**src/rtl/layer0_input_quantizer.sv**
```systemverilog
// layer0_input_quantizer
// Front end of the layer0 LUT neurons. Takes raw unsigned features one per beat,
// turns each into a 2-bit threshold code and packs NUM_FEAT codes into one vector.
// The vector is presented on a double-buffered output: the assembly buffer keeps
// filling while the output register holds the previous vector.
//
// state     | meaning
// ----------+--------------------------------------------------------------
// COLLECT   | accepting features into the assembly buffer (s_ready=1)
// STALL     | complete vector parked in assembly buffer, output full (s_ready=0)
// DISCARD   | long vector seen, dropping beats through the next s_last (s_ready=1)

module layer0_input_quantizer #(
    parameter int NUM_FEAT = 16,
    parameter int FEAT_W   = 8,
    parameter logic [NUM_FEAT*3*FEAT_W-1:0] THRESH =
        {NUM_FEAT{FEAT_W'(192), FEAT_W'(128), FEAT_W'(64)}}
) (
    input  logic                    clk,
    input  logic                    rst_n,
    input  logic                    s_valid,
    output logic                    s_ready,
    input  logic [FEAT_W-1:0]       s_data,
    input  logic                    s_last,
    output logic                    m_valid,
    input  logic                    m_ready,
    output logic [2*NUM_FEAT-1:0]   m_data,
    output logic                    len_err,
    output logic [7:0]              err_count
);

    localparam int IDX_W = (NUM_FEAT > 1) ? $clog2(NUM_FEAT) : 1;
    localparam logic [IDX_W-1:0] LAST_IDX = IDX_W'(NUM_FEAT - 1);

    localparam logic [1:0] S_COLLECT = 2'd0;
    localparam logic [1:0] S_STALL   = 2'd1;
    localparam logic [1:0] S_DISCARD = 2'd2;

    logic [1:0]              state;
    logic [IDX_W-1:0]        idx;
    logic [2*NUM_FEAT-1:0]   asm_buf;
    logic [2*NUM_FEAT-1:0]   asm_next;
    logic [FEAT_W-1:0]       t0, t1, t2;
    logic [1:0]              code;

    logic accept;
    logic in_collect;
    logic is_final;
    logic beat_final_ok;
    logic beat_short;
    logic beat_long;
    logic out_free;
    logic load_new;
    logic stall_release;

    // s_ready is a pure function of state; only the STALL release depends on m_ready
    assign s_ready    = (state != S_STALL);
    assign accept     = s_valid && s_ready;
    assign in_collect = (state == S_COLLECT);
    assign is_final   = (idx == LAST_IDX);

    assign beat_final_ok = accept && in_collect && is_final && s_last;
    assign beat_short    = accept && in_collect && !is_final && s_last;
    assign beat_long     = accept && in_collect && is_final && !s_last;

    assign out_free      = !m_valid || m_ready;
    assign load_new      = beat_final_ok && out_free;
    assign stall_release = (state == S_STALL) && m_ready && m_valid;

    // Threshold lookup and quantization of the current beat, merged into slot idx
    always_comb begin
        t0 = THRESH[(3*int'(idx) + 0)*FEAT_W +: FEAT_W];
        t1 = THRESH[(3*int'(idx) + 1)*FEAT_W +: FEAT_W];
        t2 = THRESH[(3*int'(idx) + 2)*FEAT_W +: FEAT_W];
        code = {1'b0, (s_data >= t0)} + {1'b0, (s_data >= t1)} + {1'b0, (s_data >= t2)};
        asm_next = asm_buf;
        asm_next[2*int'(idx) +: 2] = code;
    end

    // Sequencing state and feature index
    always_ff @(posedge clk) begin
        if (!rst_n) begin
            state <= S_COLLECT;
            idx   <= '0;
        end else begin
            case (state)
                S_COLLECT: begin
                    if (beat_final_ok && !out_free)
                        state <= S_STALL;
                    else if (beat_long)
                        state <= S_DISCARD;
                end
                S_STALL: begin
                    if (stall_release)
                        state <= S_COLLECT;
                end
                S_DISCARD: begin
                    if (accept && s_last)
                        state <= S_COLLECT;
                end
                default: state <= S_COLLECT;
            endcase

            if (accept && in_collect) begin
                if (is_final || s_last)
                    idx <= '0;
                else
                    idx <= idx + 1'b1;
            end
        end
    end

    // Assembly buffer: written only by beats taken while collecting
    always_ff @(posedge clk) begin
        if (!rst_n)
            asm_buf <= '0;
        else if (accept && in_collect)
            asm_buf <= asm_next;
    end

    // Output register: direct load on a final beat, or transfer out of STALL
    always_ff @(posedge clk) begin
        if (!rst_n) begin
            m_data  <= '0;
            m_valid <= 1'b0;
        end else begin
            if (load_new)
                m_data <= asm_next;
            else if (stall_release)
                m_data <= asm_buf;

            if (load_new || stall_release)
                m_valid <= 1'b1;
            else if (m_ready)
                m_valid <= 1'b0;
        end
    end

    // Length error pulse and saturating drop counter
    always_ff @(posedge clk) begin
        if (!rst_n) begin
            len_err   <= 1'b0;
            err_count <= '0;
        end else begin
            len_err <= beat_short || beat_long;
            if ((beat_short || beat_long) && (err_count != 8'hFF))
                err_count <= err_count + 8'd1;
        end
    end

endmodule

```
**config.mk**
```make
export PLATFORM = sky130hd
export DESIGN_NAME = layer0_input_quantizer
export DESIGN_NICKNAME = d
export VERILOG_FILES = /design/src/rtl/layer0_input_quantizer.sv
export SDC_FILE = /design/constraint.sdc
export NUM_CORES = 1
export LEC_CHECK = 0
export CAP_MARGIN = 40
export CORE_MARGIN = 2
export CORE_UTILIZATION = 46
export DETAILED_ROUTE_END_ITERATION = 16
export PLACE_DENSITY_LB_ADDON = 0.2
export SETUP_SLACK_MARGIN = 0.2
export SYNTH_ARGS = -nofsm -noshare
export SYNTH_HDL_FRONTEND = slang
export SYNTH_SLANG_ARGS = --single-unit
```
**constraint.sdc**
```tcl
create_clock -name clk -period 5.23 [get_ports clk]
set_input_delay 0.7845 -clock clk [delete_from_list [all_inputs] [get_ports clk]]
set_output_delay 0.7845 -clock clk [all_outputs]
set_load 0.05 [all_outputs]
```
==> results of run 1 <==
## area by class of cell
type / count / area (µm²) / area share, %
multi-input cells: 406 / 2665 / 50.70
clock inverters: 6 / 41.29 / 0.7855
repair buffers: 62 / 588.1 / 11.19
flip-flops and latches: 80 / 1602 / 30.47
inverters: 15 / 56.30 / 1.071
clock buffers: 10 / 137.6 / 2.618
well taps: 133 / 166.4 / 3.166
## stage by stage
step	total power [µW]	area (µm²)
after global placement	790.7	5077
after detailed placement	794.9	5077
after CTS	1223	5256
after global routing	1267	5256
after floorplan	748.8	4497
final	1211	5256
## synthesized netlist by cell type (all sizes together), types with 4 or more instances
cell    instances
mux2i          25
inv            15
nand2b          8
nand4           5
nand2          84
buf            16
clkbuf         23
o211ai          4
and3           21
dfxtp          80
a21oi          36
ha             15
xnor2           8
nor3           17
o221ai          6
a211oi         50
xor2            6
nand3           6
nor2           57
o21ai           9
or3             6
## logic make-up after synthesis
group | synth area share (%)
AND/OR/NAND/NOR | 25.15
AO/OA/AOI/OAI | 20.53
flip-flops | 35.62
buffers and inverters | 5.342
multiplexers | 5.565
adder cells (fa/ha/maj) | 5.064
XOR/XNOR | 2.727
## flip-flops by register name, indices dropped and copies added (netlist names)
register   count
asm_buf       32
m_data        32
err_count      8
idx            4
state          2
len_err        1
m_valid        1
## path summary, 6_finish.rpt
check | cells after the start | slack (ns) | endpoint
worst max-delay path | 16 | 0.58 | asm_buf[20]$_SDFFE_PN0P_
worst min register to register | 2 | 0.46 | asm_buf[8]$_SDFFE_PN0P_
worst max register to register | 16 | 0.58 | asm_buf[20]$_SDFFE_PN0P_
worst min-delay path | 2 | 0.46 | asm_buf[8]$_SDFFE_PN0P_
## per-layer routing
metal  track usage [%]  part of all wire [%]  routed length, µm
met2             34.79                    46               5030
met1             30.19                    48               5332
met4             5.769                   1.2                128
met5                 0                     0                  0
met3             4.610                   4.7                514
## power groups by stage
stage          registers [µW]  logic [µW]  clock network [µW]
6_report                  635         147                 429
5_1_grt                   638         160                 469
4_1_cts                   635         146                 441
3_5_place_dp              650         145                   0
3_3_place_gp              649         142                   0
2_1_floorplan             652        96.6                   0
## cells in the final DEF (no fill, tap or decap), types with 7 or more instances in the layout
cell type / n
a211oi_2: 14
nand2_1: 84
a21oi_1: 36
mux2i_1: 25
dfxtp_1: 80
and3_1: 7
clkbuf_8: 10
clkdlybuf4s50_1: 49
ha_1: 15
xnor2_1: 8
and3_4: 14
inv_1: 14
nor2_1: 57
nor3_1: 16
buf_4: 13
a211oi_1: 36
o21ai_0: 9
nand2b_1: 8
## critical path: stages (launching register included)
cell      delay [ns]
dfxtp_1         0.40
ha_1            0.25
fa_1            0.66
nand3_2         0.20
or3_1           0.38
a31o_2          0.25
a31o_2          0.26
nor3b_1         0.21
o31ai_1         0.09
ha_1            0.27
o21a_1          0.16
nor2_1          0.12
fa_1            0.57
nor2_1          0.25
buf_4           0.16
mux2i_1         0.08
a211oi_1        0.26
==> results by group, run 1 <==
Outcome
  • Status: complete, no violations

Global routing
  • Largest net degree at the start of global routing: 61
  • Tot GR Track Use: 21.82%
  • Grt ovf: 0
  • First-pass GRT wire length: 18.24 mm
  • Antenna violations before repair: 0
  • Number of global-route vias before repair: 3,763

Setup path
  • FF-to-FF Start: idx[1]$_SDFFE_PN0P_
  • Worst Setup End Kind: flip-flop
  • Worst Setup SP: idx[1]$_SDFFE_PN0P_
  • CP Data Required Time: 5.49 ns
  • Worst Setup Path Type: flip-flop to flip-flop
  • CP arrival: 4.91 ns
  • Max Fanout on Critical Path: 7
  • Kind of start point of the critical path: flip-flop

Place
  • Port bufs: 49
  • Gpl congestion: 0.8290
  • Detail Placement HPWL: 7.263 mm
  • Post-placement cell count: 696
  • DP Worst Slack: 0.6072 ns

Logic synthesis
  • Post-Syn Nets: 570
  • #FFs+latches synth: 80
  • Post-Syn Area: 0.004497 mm²
  • Yosys warning total: 0
  • Post-synth EDFFs: 0
  • Yosys top cell area share: 35.61%
  • Top_reg_cell synth: dfxtp_1
  • Post-Syn Area per Cell: 8.327 µm²
  • Sequential share of the synthesized area: 35.61%
  • Top post-synthesis cells by area: dfxtp_1 (36%), nand2_1 (7.0%), a211oi_1 (6.0%)
  • Synthesized instance count: 540
  • Largest area contributor in the netlist: dfxtp_1
  • Distinct cell type count after synthesis: 50
  • Synth async-reset ratio: 0%

Power and ir drop
  • Internal power: 864.9 µW
  • Switching pwr: 345.9 µW
  • Sw frac: 28.57%
  • Clock share of power: 35.4%
  • Combinational fraction of design power: 12.1%
  • Pwr dens: 230.3 mW/mm²
  • Worst vdd ir: 0.1290 mV
  • Sequential power share: 52.5%
  • LEAKAGE: 0.001901 µW

Layout
  • # diodes: 0
  • Area growth syn-to-layout: 16.89%
  • Layout fillers: 951
  • Non-filler cells, final: 712
  • Layout Utilization: 54.53%
  • Final nets: 604
  • Share of layout cells above drive strength 1: 11.92%

Worst hold path
  • Origin of the worst min-delay path: asm_buf[8]$_SDFFE_PN0P_
  • Hold crit path type: flip-flop to flip-flop

Clock tree
  • Worst-path clk slew: 0.08 ns
  • CTS tree: yes
  • Post-CTS setup buffer count: 0
  • Max Buffers Root-to-Sink: 2
  • Clk sink count: 80
  • CTS H-tree lvls: 3
  • Clock latency on the worst-skew pair: 0.35 ns
  • Post-CTS sizing: 0
  • TritonCTS Buffers: 9
  • Hold_buf cts: 0
  • Clk root buf: clkbuf_8

Detailed routing
  • Drc violations: 0
  • Via-per-instance ratio: 5.556
  • Initial DRC count: 269
  • WL/cell: 15.46 µm
  • Antenna Nets Post-Route: 0
  • DRT Pass-1 Iters: 5
  • Routed wire length: 11.01 mm
  • Vias: 3,956

STA
  • RSZ-0062 raised after global routing: false
  • Worst-Margin Slew: 0.7051 ns
  • Hold_ws: 0.4639 ns
  • Max transition margin: 52.94%
  • Fmax: 214.9 MHz
  • Final period utilization: 88.96%
  • Tmin final: 4.653 ns
  • Slew Limit Fails: 0
  • Final setup vio count: 0
  • Final setup margin: 0.5774 ns
  • Setup TNS: 0 ns
  • Final Skew: 0.01083 ns
  • Endpoints failing hold: 0

Floorplanning
  • Core area: 0.009639 mm²
  • Num ports: 56
  • Rows: 36
  • Starting Density: 46.65%
  • Die Ht: 102.9 µm
  • Die width: 102.9 µm
  • Die area: 0.01058 mm²

Flow run
  • MaxCap Viol Count: 0
No activity file was read; power rests on OpenSTA's default activity.
==> run 2: changes to the inputs <==
--- a/config.mk
+++ b/config.mk
@@ -5,10 +5,10 @@
 export SDC_FILE = /design/constraint.sdc
 export NUM_CORES = 1
 export LEC_CHECK = 0
-export CAP_MARGIN = 40
 export CORE_MARGIN = 2
 export CORE_UTILIZATION = 46
 export DETAILED_ROUTE_END_ITERATION = 16
+export GPL_TIMING_DRIVEN = 0
 export PLACE_DENSITY_LB_ADDON = 0.2
 export SETUP_SLACK_MARGIN = 0.2
 export SYNTH_ARGS = -nofsm -noshare
==> run 2 against run 1 <==
  * Cell count is 3.4% higher
  * Power rose by 7.9%
  * Via count rose by 4.6%
  * Clock skew decreased by 0.0020 ns
  * Largest cell class unchanged
==> results by group, run 2 (synthesized netlist as in run 1, its figures left out) <==
Detailed routing
  • Drc violations: 0
  • DRT Pass-1 Iters: 5
  • Antenna Nets Post-Route: 0
  • WL/cell: 16.39 µm
  • Via-per-instance ratio: 5.620
  • Routed wire length: 12.06 mm
  • Initial DRC count: 275
  • Vias: 4,136

Power and ir drop
  • Internal power: 944.7 µW
  • Combinational fraction of design power: 11.4%
  • Sequential power share: 48.7%
  • Switching pwr: 361.3 µW
  • Worst vdd ir: 0.1389 mV
  • Clock share of power: 39.8%
  • Sw frac: 27.67%
  • LEAKAGE: 0.001953 µW
  • Pwr dens: 243.5 mW/mm²

Clock tree
  • TritonCTS Buffers: 9
  • Worst-path clk slew: 0.09 ns
  • CTS tree: yes
  • CTS H-tree lvls: 3
  • Hold_buf cts: 0
  • Clk root buf: clkbuf_8
  • Clk sink count: 80
  • Max Buffers Root-to-Sink: 2
  • Clock latency on the worst-skew pair: 0.37 ns

Setup path
  • CP Data Required Time: 5.51 ns
  • Kind of start point of the critical path: flip-flop
  • CP arrival: 4.96 ns
  • Max Fanout on Critical Path: 10
  • Worst Setup Path Type: flip-flop to flip-flop
  • Worst Setup End Kind: flip-flop

Floorplanning
  • Die width: 102.9 µm
  • Die Ht: 102.9 µm
  • Core area: 0.009639 mm²
  • Die area: 0.01058 mm²
  • Rows: 36
  • Starting Density: 46.65%
  • Num ports: 56

STA
  • Endpoints failing hold: 0
  • Worst-Margin Slew: 0.9396 ns
  • Final setup vio count: 0
  • Setup TNS: 0 ns
  • Max transition margin: 37.22%
  • Tmin final: 4.681 ns
  • Final Skew: 0.008822 ns
  • RSZ-0062 raised after global routing: false
  • Fmax: 213.6 MHz
  • Final period utilization: 89.51%
  • Final setup margin: 0.5487 ns
  • Slew Limit Fails: 0

Layout
  • # diodes: 0
  • Share of layout cells above drive strength 1: 11.77%
  • Non-filler cells, final: 736
  • Area growth syn-to-layout: 19.28%
  • Commonest non-fill, non-tap cells in the layout: nand2_1 (84), dfxtp_1 (80), nor2_1 (56), clkdlybuf4s50_1 (48)
  • Commonest non-fill, non-tap cell in the layout: nand2_1
  • Final nets: 629
  • Layout Utilization: 55.65%
  • Biggest regs: asm_buf x32, m_data x32, err_count x8
  • Layout fillers: 935
  • Final Cell Area: 0.005364 mm²

Outcome
  • Status: complete, no violations

Global routing
  • Tot GR Track Use: 23.83%
  • Antenna violations before repair: 0
  • GRT Max-Usage Layer: met2
  • GR Util met3: 3.186%
  • Met1 usage: 31.68%
  • Grt met2 use: 40.27%
  • Grt ovf: 0
  • First-pass GRT wire length: 19.72 mm
  • Number of global-route vias before repair: 4,034
  • Largest net degree at the start of global routing: 15

Place
  • Port bufs: 48
  • Detail Placement HPWL: 8.665 mm
  • Post-placement cell count: 721
  • Gpl congestion: 0.8729
  • DP Area: 0.005144 mm²
  • DP Worst Slack: 0.4403 ns

Worst hold path
  • Hold crit path type: flip-flop to flip-flop

Flow run
  • MaxCap Viol Count: 0
[run 2: cell count changes in the layout (fill, tap and decap cells not counted), moves of 2 or more]
cell,delta
buf_6,+3
buf_2,+12
clkbuf_2,+2
buf_4,-13
bufinv_16,+2
clkbuf_1,+21
clkinv_2,-2
[run 2: cell type report]
class	count	area (µm²)	share of cell area, %
multi-input combinational	406	2658	49.55
sequential	80	1602	29.86
timing repair buffer	48	480.5	8.957
buffer	39	186.4	3.476
tap	133	166.4	3.102
clock buffer	9	123.9	2.309
clock inverter	6	91.34	1.703
inverter	15	56.30	1.050
[run 2: routing by layer]
layer / share of wire (%) / wire, µm / vias to the layer above
met3: 4.9 / 590 / 14
met2: 46 / 5583 / 125
met5: 0 / 0 / -
met4: 1.4 / 163 / 0
met1: 47 / 5723 / 1966
li1: - / - / 2031
[run 2: power groups by stage]
stage,Combinational (µW),Clock [µW],Sequential [µW]
after floorplan,96.6,0,652
after global placement,142,0,650
after detailed placement,145,0,650
after CTS,146,524,636
after global routing,163,548,639
final,149,520,637
[run 2: final timing paths]
path,start,to,slack (ns),cells past startpoint
worst max register to register,idx[1]$_SDFFE_PN0P_,asm_buf[30]$_SDFFE_PN0P_,0.55,17
worst min-delay path,asm_buf[9]$_SDFFE_PN0P_,asm_buf[9]$_SDFFE_PN0P_,0.47,2
worst max-delay path,idx[1]$_SDFFE_PN0P_,asm_buf[30]$_SDFFE_PN0P_,0.55,17
worst min register to register,asm_buf[9]$_SDFFE_PN0P_,asm_buf[9]$_SDFFE_PN0P_,0.47,2
[run 2: repair_timing]
item,in CTS,in global routing
buffers inserted,0,0
endpoints found under the setup margin,0,7
gates resized for setup,0,5
[run 2: critical path: stages, from the launching register on]
cell and delay [ns]:
dfxtp_1 0.41, ha_1 0.28, fa_1 0.50, buf_2 0.18, nand3_2 0.15, or3_1 0.38
a31o_2 0.25, a31o_2 0.26, nor3_1 0.20, o31ai_1 0.10, ha_1 0.27, o21a_1 0.16
nor2_1 0.11, fa_1 0.50, clkbuf_2 0.26, nor3_1 0.25, a21oi_1 0.10, a211oi_1 0.23
[run 2: metrics by stage]
stage          total power, µW  hold WS (ns)
2_1_floorplan            748.8        0.4363
3_3_place_gp             791.4        0.4413
3_5_place_dp             795.7        0.4546
4_1_cts                   1306        0.4666
5_1_grt                   1349        0.4765
6_report                  1306        0.4676
==> run 3: changes to the inputs <==
--- a/config.mk
+++ b/config.mk
@@ -6,7 +6,7 @@
 export NUM_CORES = 1
 export LEC_CHECK = 0
 export CORE_MARGIN = 2
-export CORE_UTILIZATION = 46
+export CORE_UTILIZATION = 40
 export DETAILED_ROUTE_END_ITERATION = 16
 export GPL_TIMING_DRIVEN = 0
 export PLACE_DENSITY_LB_ADDON = 0.2
==> run 3 against run 2 <==
  * Power shrank 0.15%
  * Design area grew 0.19%
  * Maximum frequency shrank 1.5%
  * Core utilization shrank 6.3 points
  * Worst hold slack lost 0.012 ns
  * First-iteration DRC count grew 12%
  * Via count shrank 0.65%
  * Sequential share of layout area shrank 0.056 points
  * Critical path depth is the same
  * Global-route usage shrank 2.1 points
  * Sequential power is essentially flat
  * Clock-buffer cell count grew 1
==> results by group, run 3 (synthesized netlist as in run 1, its figures left out) <==
Clock tree
  • CTS tree: yes
  • Clk root buf: clkbuf_8
  • Clock latency on the worst-skew pair: 0.37 ns
  • Hold_buf cts: 0
  • Clk sink count: 80
  • Max Buffers Root-to-Sink: 2
  • Worst-path clk slew: 0.09 ns
  • CTS H-tree lvls: 3
  • TritonCTS Buffers: 9

Worst hold path
  • Hold crit path type: flip-flop to flip-flop
  • Min-Delay Path Depth: 2
  • Origin of the worst min-delay path: asm_buf[16]$_SDFFE_PN0P_
  • Hold EP: asm_buf[16]$_SDFFE_PN0P_

Detailed routing
  • Via-per-instance ratio: 5.523
  • DRT Pass-1 Iters: 4
  • WL met1: 5.980 mm
  • Routed wire length: 12.22 mm
  • Top sig layer: met4
  • Drc violations: 0
  • WL/cell: 16.42 µm
  • Met2 Wirelength: 5.482 mm
  • Initial DRC count: 307
  • Vias: 4,109
  • WL met3: 595 µm
  • Antenna Nets Post-Route: 0

STA
  • Tmin final: 4.752 ns
  • Worst-Margin Slew: 0.8779 ns
  • RSZ-0062 raised after global routing: false
  • Final period utilization: 90.87%
  • Endpoints failing hold: 0
  • Final setup vio count: 0
  • Slew Limit Fails: 0
  • Fmax: 210.4 MHz
  • Max transition margin: 41.35%
  • Final Skew: 0.01566 ns
  • Setup TNS: 0 ns
  • Hold_ws: 0.4557 ns

Power and ir drop
  • Worst vdd ir: 0.1268 mV
  • LEAKAGE: 0.001947 µW
  • Pwr dens: 242.7 mW/mm²

Setup path
  • Worst Setup End Kind: flip-flop
  • Max Fanout on Critical Path: 10
  • Kind of start point of the critical path: flip-flop
  • FF-to-FF Start: idx[1]$_SDFFE_PN0P_
  • Worst Setup SP: idx[1]$_SDFFE_PN0P_
  • R2r endpoint: m_data[15]$_SDFFE_PN0P_
  • Flop2flop setup slack: 0.48 ns
  • Reg2reg path depth: 17
  • CP arrival: 4.97 ns
  • Worst Setup Path Type: flip-flop to flip-flop
  • CP Data Required Time: 5.45 ns

Layout
  • Layout fillers: 1,093
  • # diodes: 0
  • Multi-input logic area: 0.002658 mm²
  • Commonest non-fill, non-tap cell in the layout: nand2_1
  • FF+latch area: 0.001602 mm²
  • Area growth syn-to-layout: 19.50%
  • Share of layout cells above drive strength 1: 11.59%
  • Biggest regs: asm_buf x32, m_data x32, err_count x8
  • Commonest non-fill, non-tap cells in the layout: nand2_1 (84), dfxtp_1 (80), nor2_1 (56), clkdlybuf4s50_1 (48)
  • Final nets: 629

Global routing
  • Number of global-route vias before repair: 3,982
  • Antenna violations before repair: 0
  • Tot GR Track Use: 21.77%
  • Largest net degree at the start of global routing: 15
  • Grt ovf: 0
  • First-pass GRT wire length: 20.34 mm

Floorplanning
  • Die width: 110.0 µm
  • Rows: 38
  • Die Ht: 110.0 µm
  • Core area: 0.01089 mm²
  • Num ports: 56
  • Starting Density: 41.30%
  • Die area: 0.01211 mm²

Flow run
  • MaxCap Viol Count: 0

Place
  • Port bufs: 48
  • Detail Placement HPWL: 8.848 mm
  • Gpl congestion: 0.8782

Outcome
  • Status: complete, no violations
## run 3: cell count changes in the layout (fill, tap and decap cells not counted), sizes merged
cell      before  now
buf           16   17
clkinv         2    1
clkinvlp       0    1
## run 3: metal layers
metal	vias up	global-route usage [%]
li1	2037	-
met1	1967	30.68
met2	94	34.01
met3	11	3.821
met4	0	6.329
met5	-	0
## run 3: cell type report
class | instances | share of cell area [%]
buffer | 39 | 3.446
clock buffer | 10 | 2.375
clock inverter | 6 | 1.676
inverter | 15 | 1.048
multi-input combinational | 406 | 49.45
sequential | 80 | 29.80
tap | 140 | 3.260
timing repair buffer | 48 | 8.941
## run 3: where the power goes
part	total [µW]	switching (µW)	internal, µW
sequential	636	12.0	624
combinational	149	98.5	50.2
clock	519	247	272
total	1300	358	946
## run 3: critical path, cell delays in order, from the launching register on
cell and delay (ns):
dfxtp_1 0.41, ha_1 0.27, fa_1 0.49, buf_2 0.18
nand3_2 0.16, or3_1 0.38, a31o_2 0.25, a31oi_1 0.21
nor3_1 0.08, o31ai_1 0.28, ha_1 0.28, o21a_1 0.16
nor2_1 0.12, fa_1 0.24, buf_1 0.51, nor2_1 0.21
mux2i_1 0.28, a211oi_2 0.11
## run 3: stage by stage
| stage | worst slack [ns] | cell area [µm²] | cells | util [%] | power, µW |
|---|---|---|---|---|---|
| finish | 0.4775 | 5374 | 744 | 49.36 | 1304 |
| global route | 0.2192 | 5374 | 744 | 49.36 | 1354 |
| CTS | 0.4313 | 5370 | 744 | 49.32 | 1311 |
| floorplan | 1.040 | 4497 | 540 | - | 748.8 |
| detailed placement | 0.4401 | 5152 | 728 | 47.32 | 796.6 |
| global placement | 0.5328 | 5152 | 728 | 47.32 | 793.1 |
## run 3: worst max-delay path by stage
stage	endpoint	slack [ns]	cells after the start
final	m_data[15]$_SDFFE_PN0P_	0.48	17
after global routing	asm_buf[15]$_SDFFE_PN0P_	0.22	17
after CTS	asm_buf[18]$_SDFFE_PN0P_	0.43	17
after detailed placement	asm_buf[18]$_SDFFE_PN0P_	0.44	17
after global placement	m_data[18]$_SDFFE_PN0P_	0.53	17
after floorplan	asm_buf[10]$_SDFFE_PN0P_	1.04	17
## run 3: repair_timing
| action | in CTS | in global routing |
|---|---|---|
| resized for setup | 0 | 4 |
| buffers inserted | 0 | 0 |
| setup endpoints to repair | 0 | 10 |
